[config.mk]
export PLATFORM = sky130hd
export DESIGN_NAME = jstk_spi_byte_engine_flat
export DESIGN_NICKNAME = d
export VERILOG_FILES = /design/src/rtl/jstk_spi_byte_engine_if.sv /design/src/rtl/jstk_spi_byte_engine.sv /design/src/flat_wrapper.sv
export SDC_FILE = /design/constraint.sdc
export NUM_CORES = 1
export LEC_CHECK = 0
export CORE_MARGIN = 1.5
export CORE_UTILIZATION = 58
export DETAILED_ROUTE_END_ITERATION = 6
export PLACE_DENSITY = 0.83
export RECOVER_POWER = 50
export SYNTH_ARGS = -nofsm -noshare
export SYNTH_HDL_FRONTEND = slang
export SYNTH_SLANG_ARGS = --single-unit
[constraint.sdc]
create_clock -name clk -period 4.9 [get_ports clk]
set_input_delay 0.98 -clock clk [delete_from_list [all_inputs] [get_ports clk]]
set_output_delay 0.98 -clock clk [all_outputs]
set_load 0.01 [all_outputs]
[src/rtl/jstk_spi_byte_engine_if.sv]
// Bus bundle between the joystick transaction controller, the SPI byte engine and the
// PmodJSTK pins.
//   start    controller -> engine  1-cycle transfer request
//   tx_byte  controller -> engine  byte to shift out
//   busy     engine -> controller  transfer in progress
//   done     engine -> controller  1-cycle completion pulse
//   rx_byte  engine -> controller  last received byte
//   sclk     engine -> pins        SPI clock, idles low
//   mosi     engine -> pins        SPI data out
//   miso     pins -> engine        SPI data in
// Modports:
//   master  the surroundings of the engine (controller plus the SPI slave)
//   slave   the byte engine itself
interface jstk_spi_byte_engine_if;
  logic       start;
  logic [7:0] tx_byte;
  logic       busy;
  logic       done;
  logic [7:0] rx_byte;
  logic       sclk;
  logic       mosi;
  logic       miso;

  modport master (
    output start,
    output tx_byte,
    output miso,
    input  busy,
    input  done,
    input  rx_byte,
    input  sclk,
    input  mosi
  );

  modport slave (
    input  start,
    input  tx_byte,
    input  miso,
    output busy,
    output done,
    output rx_byte,
    output sclk,
    output mosi
  );
endinterface

[src/rtl/jstk_spi_byte_engine.sv]
// Byte-level SPI mode-0 master (CPOL=0, CPHA=0, MSB first) for the PmodJSTK link.
// The controller hands over one byte with start/tx_byte; the engine produces 8 SCLK
// pulses, shifts tx_byte out on MOSI, samples MISO on each SCLK rise and returns the
// received byte on rx_byte together with a 1-cycle done pulse. Slave select is not
// handled here.
// Ports:
//   clk   system clock, rising edge
//   rst   asynchronous active-low reset
//   bus   jstk_spi_byte_engine_if.slave (start, tx_byte, busy, done, rx_byte, sclk,
//         mosi, miso)
// Parameters:
//   HALF_PERIOD  clk cycles per SCLK half-period (>= 4)
//   CNT_W        half-period counter width, must hold HALF_PERIOD-1
// Build option:
//   JSTK_MISO_SYNC_EN  when defined, MISO passes a 2-flop synchroniser before sampling.
module jstk_spi_byte_engine #(
  parameter int unsigned HALF_PERIOD = 75,
  parameter int unsigned CNT_W       = 8
) (
  input logic                   clk,
  input logic                   rst,
  jstk_spi_byte_engine_if.slave bus
);

  typedef enum logic [2:0] {StIdle, StSetup, StHigh, StLow, StFinish} state_e;

  localparam logic [CNT_W-1:0] HalfLast = CNT_W'(HALF_PERIOD - 1);

  state_e           state_q, state_d;
  logic [CNT_W-1:0] half_cnt_q, half_cnt_d;
  logic [2:0]       bit_cnt_q, bit_cnt_d;
  logic [7:0]       tx_shift_q, tx_shift_d;
  logic [7:0]       rx_shift_q, rx_shift_d;
  logic [7:0]       rx_byte_q, rx_byte_d;
  logic             sclk_q, sclk_d;
  logic             mosi_q, mosi_d;
  logic             busy_q, busy_d;
  logic             done_q, done_d;
  logic             miso_s;
  logic             half_done;

`ifdef JSTK_MISO_SYNC_EN
  logic miso_meta_q, miso_sync_q;

  always_ff @(posedge clk or negedge rst) begin
    if (!rst) begin
      miso_meta_q <= 1'b0;
      miso_sync_q <= 1'b0;
    end else begin
      miso_meta_q <= bus.miso;
      miso_sync_q <= miso_meta_q;
    end
  end

  assign miso_s = miso_sync_q;
`else
  assign miso_s = bus.miso;
`endif

  assign half_done = (half_cnt_q == HalfLast);

  always_ff @(posedge clk or negedge rst) begin
    if (!rst) begin
      state_q    <= StIdle;
      half_cnt_q <= '0;
      bit_cnt_q  <= '0;
      tx_shift_q <= '0;
      rx_shift_q <= '0;
      rx_byte_q  <= '0;
      sclk_q     <= 1'b0;
      mosi_q     <= 1'b0;
      busy_q     <= 1'b0;
      done_q     <= 1'b0;
    end else begin
      state_q    <= state_d;
      half_cnt_q <= half_cnt_d;
      bit_cnt_q  <= bit_cnt_d;
      tx_shift_q <= tx_shift_d;
      rx_shift_q <= rx_shift_d;
      rx_byte_q  <= rx_byte_d;
      sclk_q     <= sclk_d;
      mosi_q     <= mosi_d;
      busy_q     <= busy_d;
      done_q     <= done_d;
    end
  end

  always_comb begin
    state_d    = state_q;
    half_cnt_d = half_cnt_q + CNT_W'(1);
    bit_cnt_d  = bit_cnt_q;
    tx_shift_d = tx_shift_q;
    rx_shift_d = rx_shift_q;
    rx_byte_d  = rx_byte_q;
    sclk_d     = sclk_q;
    mosi_d     = mosi_q;
    busy_d     = busy_q;
    done_d     = 1'b0;

    case (state_q)
      StIdle: begin
        half_cnt_d = '0;
        sclk_d     = 1'b0;
        if (bus.start) begin
          tx_shift_d = bus.tx_byte;
          mosi_d     = bus.tx_byte[7];
          bit_cnt_d  = '0;
          busy_d     = 1'b1;
          state_d    = StSetup;
        end
      end

      // SETUP and LOW both end in a rising SCLK edge, which is also the sample point.
      StSetup, StLow: begin
        if (half_done) begin
          half_cnt_d = '0;
          sclk_d     = 1'b1;
          rx_shift_d = {rx_shift_q[6:0], miso_s};
          state_d    = StHigh;
        end
      end

      StHigh: begin
        if (half_done) begin
          half_cnt_d = '0;
          sclk_d     = 1'b0;
          bit_cnt_d  = bit_cnt_q + 3'd1;
          if (bit_cnt_q == 3'd7) begin
            state_d = StFinish;
          end else begin
            // Next bit goes out on the falling edge, a full half-period before the rise.
            mosi_d     = tx_shift_q[6];
            tx_shift_d = {tx_shift_q[6:0], 1'b0};
            state_d    = StLow;
          end
        end
      end

      StFinish: begin
        half_cnt_d = '0;
        rx_byte_d  = rx_shift_q;
        done_d     = 1'b1;
        busy_d     = 1'b0;
        mosi_d     = 1'b0;
        state_d    = StIdle;
      end

      default: begin
        half_cnt_d = '0;
        state_d    = StIdle;
      end
    endcase
  end

  assign bus.busy    = busy_q;
  assign bus.done    = done_q;
  assign bus.rx_byte = rx_byte_q;
  assign bus.sclk    = sclk_q;
  assign bus.mosi    = mosi_q;

endmodule

[src/flat_wrapper.sv]
// flat-port wrapper written by rule: the top's interface ports become plain ports
module jstk_spi_byte_engine_flat 
#(
  parameter int unsigned HALF_PERIOD = 75,
  parameter int unsigned CNT_W       = 8
)
  (clk, rst, bus_start, bus_tx_byte, bus_miso, bus_busy, bus_done, bus_rx_byte, bus_sclk, bus_mosi);
  jstk_spi_byte_engine_if bus_i ();
  input logic clk;
  input logic rst;
  input wire logic [$bits(bus_i.start)-1:0] bus_start;
  input wire logic [$bits(bus_i.tx_byte)-1:0] bus_tx_byte;
  input wire logic [$bits(bus_i.miso)-1:0] bus_miso;
  output wire logic [$bits(bus_i.busy)-1:0] bus_busy;
  output wire logic [$bits(bus_i.done)-1:0] bus_done;
  output wire logic [$bits(bus_i.rx_byte)-1:0] bus_rx_byte;
  output wire logic [$bits(bus_i.sclk)-1:0] bus_sclk;
  output wire logic [$bits(bus_i.mosi)-1:0] bus_mosi;
  assign bus_i.start = bus_start;
  assign bus_i.tx_byte = bus_tx_byte;
  assign bus_i.miso = bus_miso;
  assign bus_busy = bus_i.busy;
  assign bus_done = bus_i.done;
  assign bus_rx_byte = bus_i.rx_byte;
  assign bus_sclk = bus_i.sclk;
  assign bus_mosi = bus_i.mosi;
  jstk_spi_byte_engine #(.HALF_PERIOD(HALF_PERIOD), .CNT_W(CNT_W)) u_core (.clk(clk), .rst(rst), .bus(bus_i));
endmodule
==> results of run 1 <==
[cells in the final DEF, fill, tap and decap left out, drive strengths merged]
cell / n
a211o: 1
a21boi: 1
a21o: 1
a21oi: 3
a221oi: 1
a2bb2oi: 1
a31o: 2
and2: 1
and3: 6
buf: 1
clkbuf: 8
clkdlybuf4s50: 22
clkinv: 1
dfrtp: 41
ha: 4
inv: 6
mux2: 29
mux2i: 1
nand2: 8
nand3: 6
nand4b: 1
nor2: 10
nor2b: 2
nor3: 2
nor4: 1
o211ai: 1
o21ai: 4
o22ai: 1
or4: 1
xnor2: 1
xor2: 5
[cells by family after synthesis]
family	Yosys count
flops	41
compound gates	16
xor+xnor	6
mux	30
fa+ha+maj	4
simple gates	38
buf+inv	9
[Yosys cell counts, types with 2 or more instances]
cell type,number,share of area
nor2_1,10,0.020
o21ai_0,3,0.0081
nand3_1,5,0.014
nor2b_1,2,0.0068
xor2_1,5,0.024
inv_1,6,0.012
dfrtp_1,41,0.55
a21oi_1,3,0.0081
buf_2,3,0.0081
ha_1,4,0.027
a31o_2,2,0.0095
mux2_2,27,0.16
nand2_1,8,0.016
mux2_1,2,0.012
and3_1,6,0.020
[power breakdown]
group          internal [mW]  leakage (nW)  total (mW)  switching, mW
combinational         0.0886         0.442       0.166         0.0777
sequential             0.403         0.526       0.471         0.0677
clock                 0.0832        0.0413       0.189          0.106
[layer usage]
| layer | wire, um | part of all wire | vias up |
|---|---|---|---|
| met2 | 1680 | 0.52 | 29 |
| met4 | 36 | 0.011 | 0 |
| met1 | 1380 | 0.43 | 578 |
| met3 | 129 | 0.040 | 4 |
| li1 | - | - | 562 |
| met5 | 0 | 0 | - |
[worst paths after layout]
kind | startpoint | end | slack (ps) | cells after the start
min | u_core.bit_cnt_q[0]$_DFFE_PN0P_ | u_core.bit_cnt_q[0]$_DFFE_PN0P_ | 510 | 1
max reg2reg | u_core.half_cnt_q[0]$_DFF_PN0_ | u_core.rx_shift_q[7]$_DFFE_PN0P_ | 2220 | 6
max in group asynchronous | rst | u_core.bus.rx_byte[6]$_DFFE_PN0N_ | 2470 | 1
max | u_core.half_cnt_q[0]$_DFF_PN0_ | u_core.rx_shift_q[7]$_DFFE_PN0P_ | 2220 | 6
min reg2reg | u_core.bit_cnt_q[0]$_DFFE_PN0P_ | u_core.bit_cnt_q[0]$_DFFE_PN0P_ | 510 | 1
min in group asynchronous | rst | u_core.half_cnt_q[4]$_DFF_PN0_ | 1220 | 1
[worst max-delay path, delay by kind of cell, from the launching register on]
family                     cells  cell delay, ps
buffers and inverters          1              80
adders and majority gates      1             160
DFF                            1             450
and+or+nand+nor                3            1490
muxes                          1             370
[final cells by class]
type,instances,area (um^2),area share
clock buffers,7,65.1,0.0300
multi-input cells,94,766,0.353
inverters,6,22.5,0.0104
flip-flops and latches,41,1030,0.473
repair buffers,24,231,0.107
well taps,44,55.1,0.0254
clock inverters,1,5.00,0.00231
[sequential cells by signal, indices dropped and copies added, names as in the netlist]
name,count
u_core.half_cnt_q,8
u_core.state_q,3
u_core.bus.done,1
u_core.bus.mosi,1
u_core.bus.sclk,1
u_core.tx_shift_q,7
u_core.bit_cnt_q,3
u_core.rx_shift_q,8
u_core.bus.busy,1
u_core.bus.rx_byte,8
==> flow_summary.yaml, run 1 <==
drt:
  first_iter_violations: 42
  drcViolationCount: 0
  drt_first_pass_iters: 4
  drtAntennaViolNets: 0
  vias: 1173
  totalWireLength_um: 3230
  routed_via_density: 5.41
  avgRoutedWirePerCell_um: 14.9
clock_tree:
  cts_buffer_depth: 2
  cts_tree: "done"
  htreeDepth: 2
  clock-sinks: 41
  worstSkewPairLatency_ps: 360
  cts-root-buf: "clkbuf_4"
  cts_setup_buffers: 0
  clk_pin_slew_ps: 120
  hold_buffers: 0
  numCtsBuffers: 5
  ctsResizeCount: 0
flow_run:
  maxCapViolCount: 1
setup_path:
  cpPeakStageDelay_ps: 1000
  arrival_ps: 2920
  crit_chain: "inv_1 > ha_1 > nand4b_2 > nor4_1 > nand3_2 > mux2_2"
  endpoint_kind: "register"
  cp-start-kind: "register"
  worst_path_max_delay_cell: "nor4_1"
  worst-path-max-fanout: 9
  path_class: "reg2reg"
  crit_required_ps: 5140
timing:
  hold_viol_final: 0
  rsz0062_at_grt: "no"
  layout_min_cycle_time_ps: 2680
  fmax_mhz: 373
  setup_viol: 0
  setup_tns_ps: 0
  finClkSkew_ps: 13.9
  fin_ws_ps: 2220
  worstMarginPinSlew_ps: 2120
  maxSlewHeadroom: -0.412
  slew_violations: 42
  post-route-period-util: 0.547
  timing.hold.ws_ps: 505
global_route:
  grt_max_degree: 42
  antenna_found_initial: 0
  grt.overflow.total: 0
  use_met3: 0.0524
  grt_usage: 0.219
  gr-max-usage-layer: "met2"
  gr-usage-met2: 0.366
  grt_util_met1: 0.263
  grt_pass1_wl_um: 5540
  grt_pass1_vias: 1201
pwr:
  ir_drop_v: 0.000221
  report.power.total_uw: 826
  power_leakage_nw: 1.01
  power.density_nw_per_um2: 381
place:
  gp_congestion: 0.742
  place_ws_ps: 2400
  dpl.hpwl_um: 2320
  port_buffers: 23
  dp_cells: 209
  dpl_cell_area_um2: 2120
die:
  die_x_um: 59.5
  fp.dieH_um: 59.5
  initial_core_util: 0.606
  die_area_um2: 3540
  ios: 24
  core_area_um2: 3050
  num_rows: 20
logic_synthesis:
  synth_warnings: 0
  synth_edf_count: 0
  synth_compound_area_frac: 0.0677
  synth-seq-cells: 41
  synth_cell_types: 32
  syn_avg_cell_area_um2: 12.8
  syn-num-nets: 160
  synth_top_family_by_area: "multiplexers"
  synth.area.mux_share: 0.182
  yosysSeqAreaShare: 0.555
  synth-main-ff-cell: "dfrtp_1"
  synth-async-reset-ratio: 1.00
  syn-cell-area_um2: 1850
  synthCells: 144
  synth_simple_gate_area_frac: 0.120
  synth-xor-area-share: 0.0284
  synthAdderAreaFrac: 0.0271
status:
  outcome: "finished with violations"
  violations: "max-capacitance violations, max-slew violations"
layout:
  drive_gt1_frac: 0.249
  fin_nets: 188
  design_area_um2: 2170
  instances_no_fill: 217
  n_antenna_cell: 0
  fill_cells: 235
  final_core_util: 0.711
  area_growth_pct: 17.4
worst_hold_path:
  holdCritPathClass: "reg2reg"
Power figures use the tool's default switching activity.
==> inputs of run 2 (changes only) <==
Settings changed: CORE_UTILIZATION 58 to 54, PLACE_DENSITY 0.83 to 0.78.
Clock period 4.9 ns to 2.8 ns, I/O delays scaled along.
==> flow_summary.yaml, run 2 (same netlist as run 1, synthesis figures left out) <==
status:
  outcome: "finished with violations"
  violations: "max-capacitance violations, max-slew violations"
layout:
  n_antenna_cell: 0
  fin_nets: 188
  final_core_util: 0.664
  instances_no_fill: 219
  layout_commonest_cell: "dfrtp_1"
  fill_cells: 261
  design_area_um2: 2200
  drive_gt1_frac: 0.249
  layout_common_cells: "dfrtp_1, mux2_2, clkdlybuf4s50_1"
  area_growth_pct: 18.9
global_route:
  grt.overflow.total: 0
  grt_pass1_vias: 1205
  grt_pass1_wl_um: 5240
  antenna_found_initial: 0
  grt_usage: 0.195
  grt_max_degree: 42
clock_tree:
  htreeDepth: 2
  ctsResizeCount: 0
  worstSkewPairLatency_ps: 370
  cts_tree: "done"
  cts-root-buf: "clkbuf_4"
  clock-sinks: 41
  numCtsBuffers: 5
  hold_buffers: 0
  cts_setup_buffers: 0
  cts_buffer_depth: 2
  clk_pin_slew_ps: 130
timing:
  rsz0062_at_grt: "no"
  finClkSkew_ps: 15.8
  setup_tns_ps: 0
  layout_min_cycle_time_ps: 2260
  fmax_mhz: 442
  slew_violations: 42
  post-route-period-util: 0.808
  maxSlewHeadroom: -0.382
  setup_viol: 0
  worstMarginPinSlew_ps: 2070
  hold_viol_final: 0
pwr:
  power_leakage_nw: 1.01
  report.power.total_mw: 1.52
  power.density_nw_per_um2: 691
  ir_drop_v: 0.000482
flow_run:
  maxCapViolCount: 1
setup_path:
  worst-path-max-fanout: 10
  r2r-end: "u_core.bus.rx_byte[0]$_DFFE_PN0N_"
  cp-endpoint: "u_core.bus.rx_byte[0]$_DFFE_PN0N_"
  reg2regPathDepth: 3
  cp-start-kind: "register"
  r2r_slack_ps: 540
  r2r-start: "u_core.state_q[2]$_DFFE_PN0P_"
  path_class: "reg2reg"
  setup.worst_path.start: "u_core.state_q[2]$_DFFE_PN0P_"
  crit_required_ps: 3060
  endpoint_kind: "register"
  arrival_ps: 2520
die:
  ios: 24
  core_area_um2: 3310
  fp.dieH_um: 61.5
  initial_core_util: 0.559
  num_rows: 21
  die_x_um: 61.5
  die_area_um2: 3780
place:
  dp_cells: 211
  dpl_cell_area_um2: 2120
  dpl.hpwl_um: 2220
  gp_congestion: 0.857
  port_buffers: 23
drt:
  drt_first_pass_iters: 5
  avgRoutedWirePerCell_um: 14.6
  drcViolationCount: 0
  vias: 1203
  routed_via_density: 5.49
  drtAntennaViolNets: 0
  totalWireLength_um: 3210
  first_iter_violations: 47
worst_hold_path:
  holdCritPathClass: "reg2reg"
## run 2: cell count changes in the layout (fill, tap and decap cells not counted), sizes merged
cell,previous run,this run
bufinv,0,1
clkbuf,8,6
clkinvlp,0,1
## run 2: how the worst min path moves through the flow
stage          slack (ps)  cells after the start                           endpoint                             start
4_1_cts               320                      1  u_core.bus.rx_byte[2]$_DFFE_PN0N_                               rst
5_1_grt               530                      1        u_core.bus.mosi$_DFFE_PN0P_       u_core.bus.mosi$_DFFE_PN0P_
3_5_place_dp          480                      1   u_core.tx_shift_q[3]$_DFFE_PN0P_  u_core.tx_shift_q[3]$_DFFE_PN0P_
6_report              510                      1   u_core.tx_shift_q[3]$_DFFE_PN0P_  u_core.tx_shift_q[3]$_DFFE_PN0P_
3_3_place_gp          470                      1    u_core.bit_cnt_q[0]$_DFFE_PN0P_   u_core.bit_cnt_q[0]$_DFFE_PN0P_
2_1_floorplan         260                      0    u_core.bit_cnt_q[0]$_DFFE_PN0P_                               rst
## run 2: layout make-up
class | instances | area [um^2] | share of cell area
Sequential cell | 41 | 1030 | 0.467
Tap cell | 46 | 57.6 | 0.0262
Inverter | 6 | 22.5 | 0.0102
Multi-Input combinational cell | 94 | 777 | 0.353
Timing Repair Buffer | 24 | 231 | 0.105
Clock buffer | 5 | 37.5 | 0.0171
Clock inverter | 3 | 46.3 | 0.0211
## run 2: critical path, stage by stage (launching register included)
cell and delay, ps:
dfrtp_1 460, inv_1 160, nor3_1 1110, mux2_2 430
## run 2: power breakdown
| part | internal (mW) | switching, mW | total [mW] |
|---|---|---|---|
| sequential | 0.706 | 0.124 | 0.830 |
| clock | 0.189 | 0.206 | 0.395 |
| combinational | 0.155 | 0.139 | 0.294 |
## run 2: layer usage
| metal | track usage | wire [um] | up-vias |
|---|---|---|---|
| met1 | 0.237 | 1340 | 593 |
| met2 | 0.311 | 1620 | 32 |
| met3 | 0.0525 | 156 | 10 |
| met5 | 0 | 0 | - |
| li1 | - | - | 568 |
| met4 | 0.116 | 91 | 0 |
## run 2: per-stage QoR
step,setup slack [ps],hold slack [ps]
after floorplan,877,264
after global placement,757,469
after detailed placement,689,477
after CTS,722,324
after global routing,354,531
final,537,506
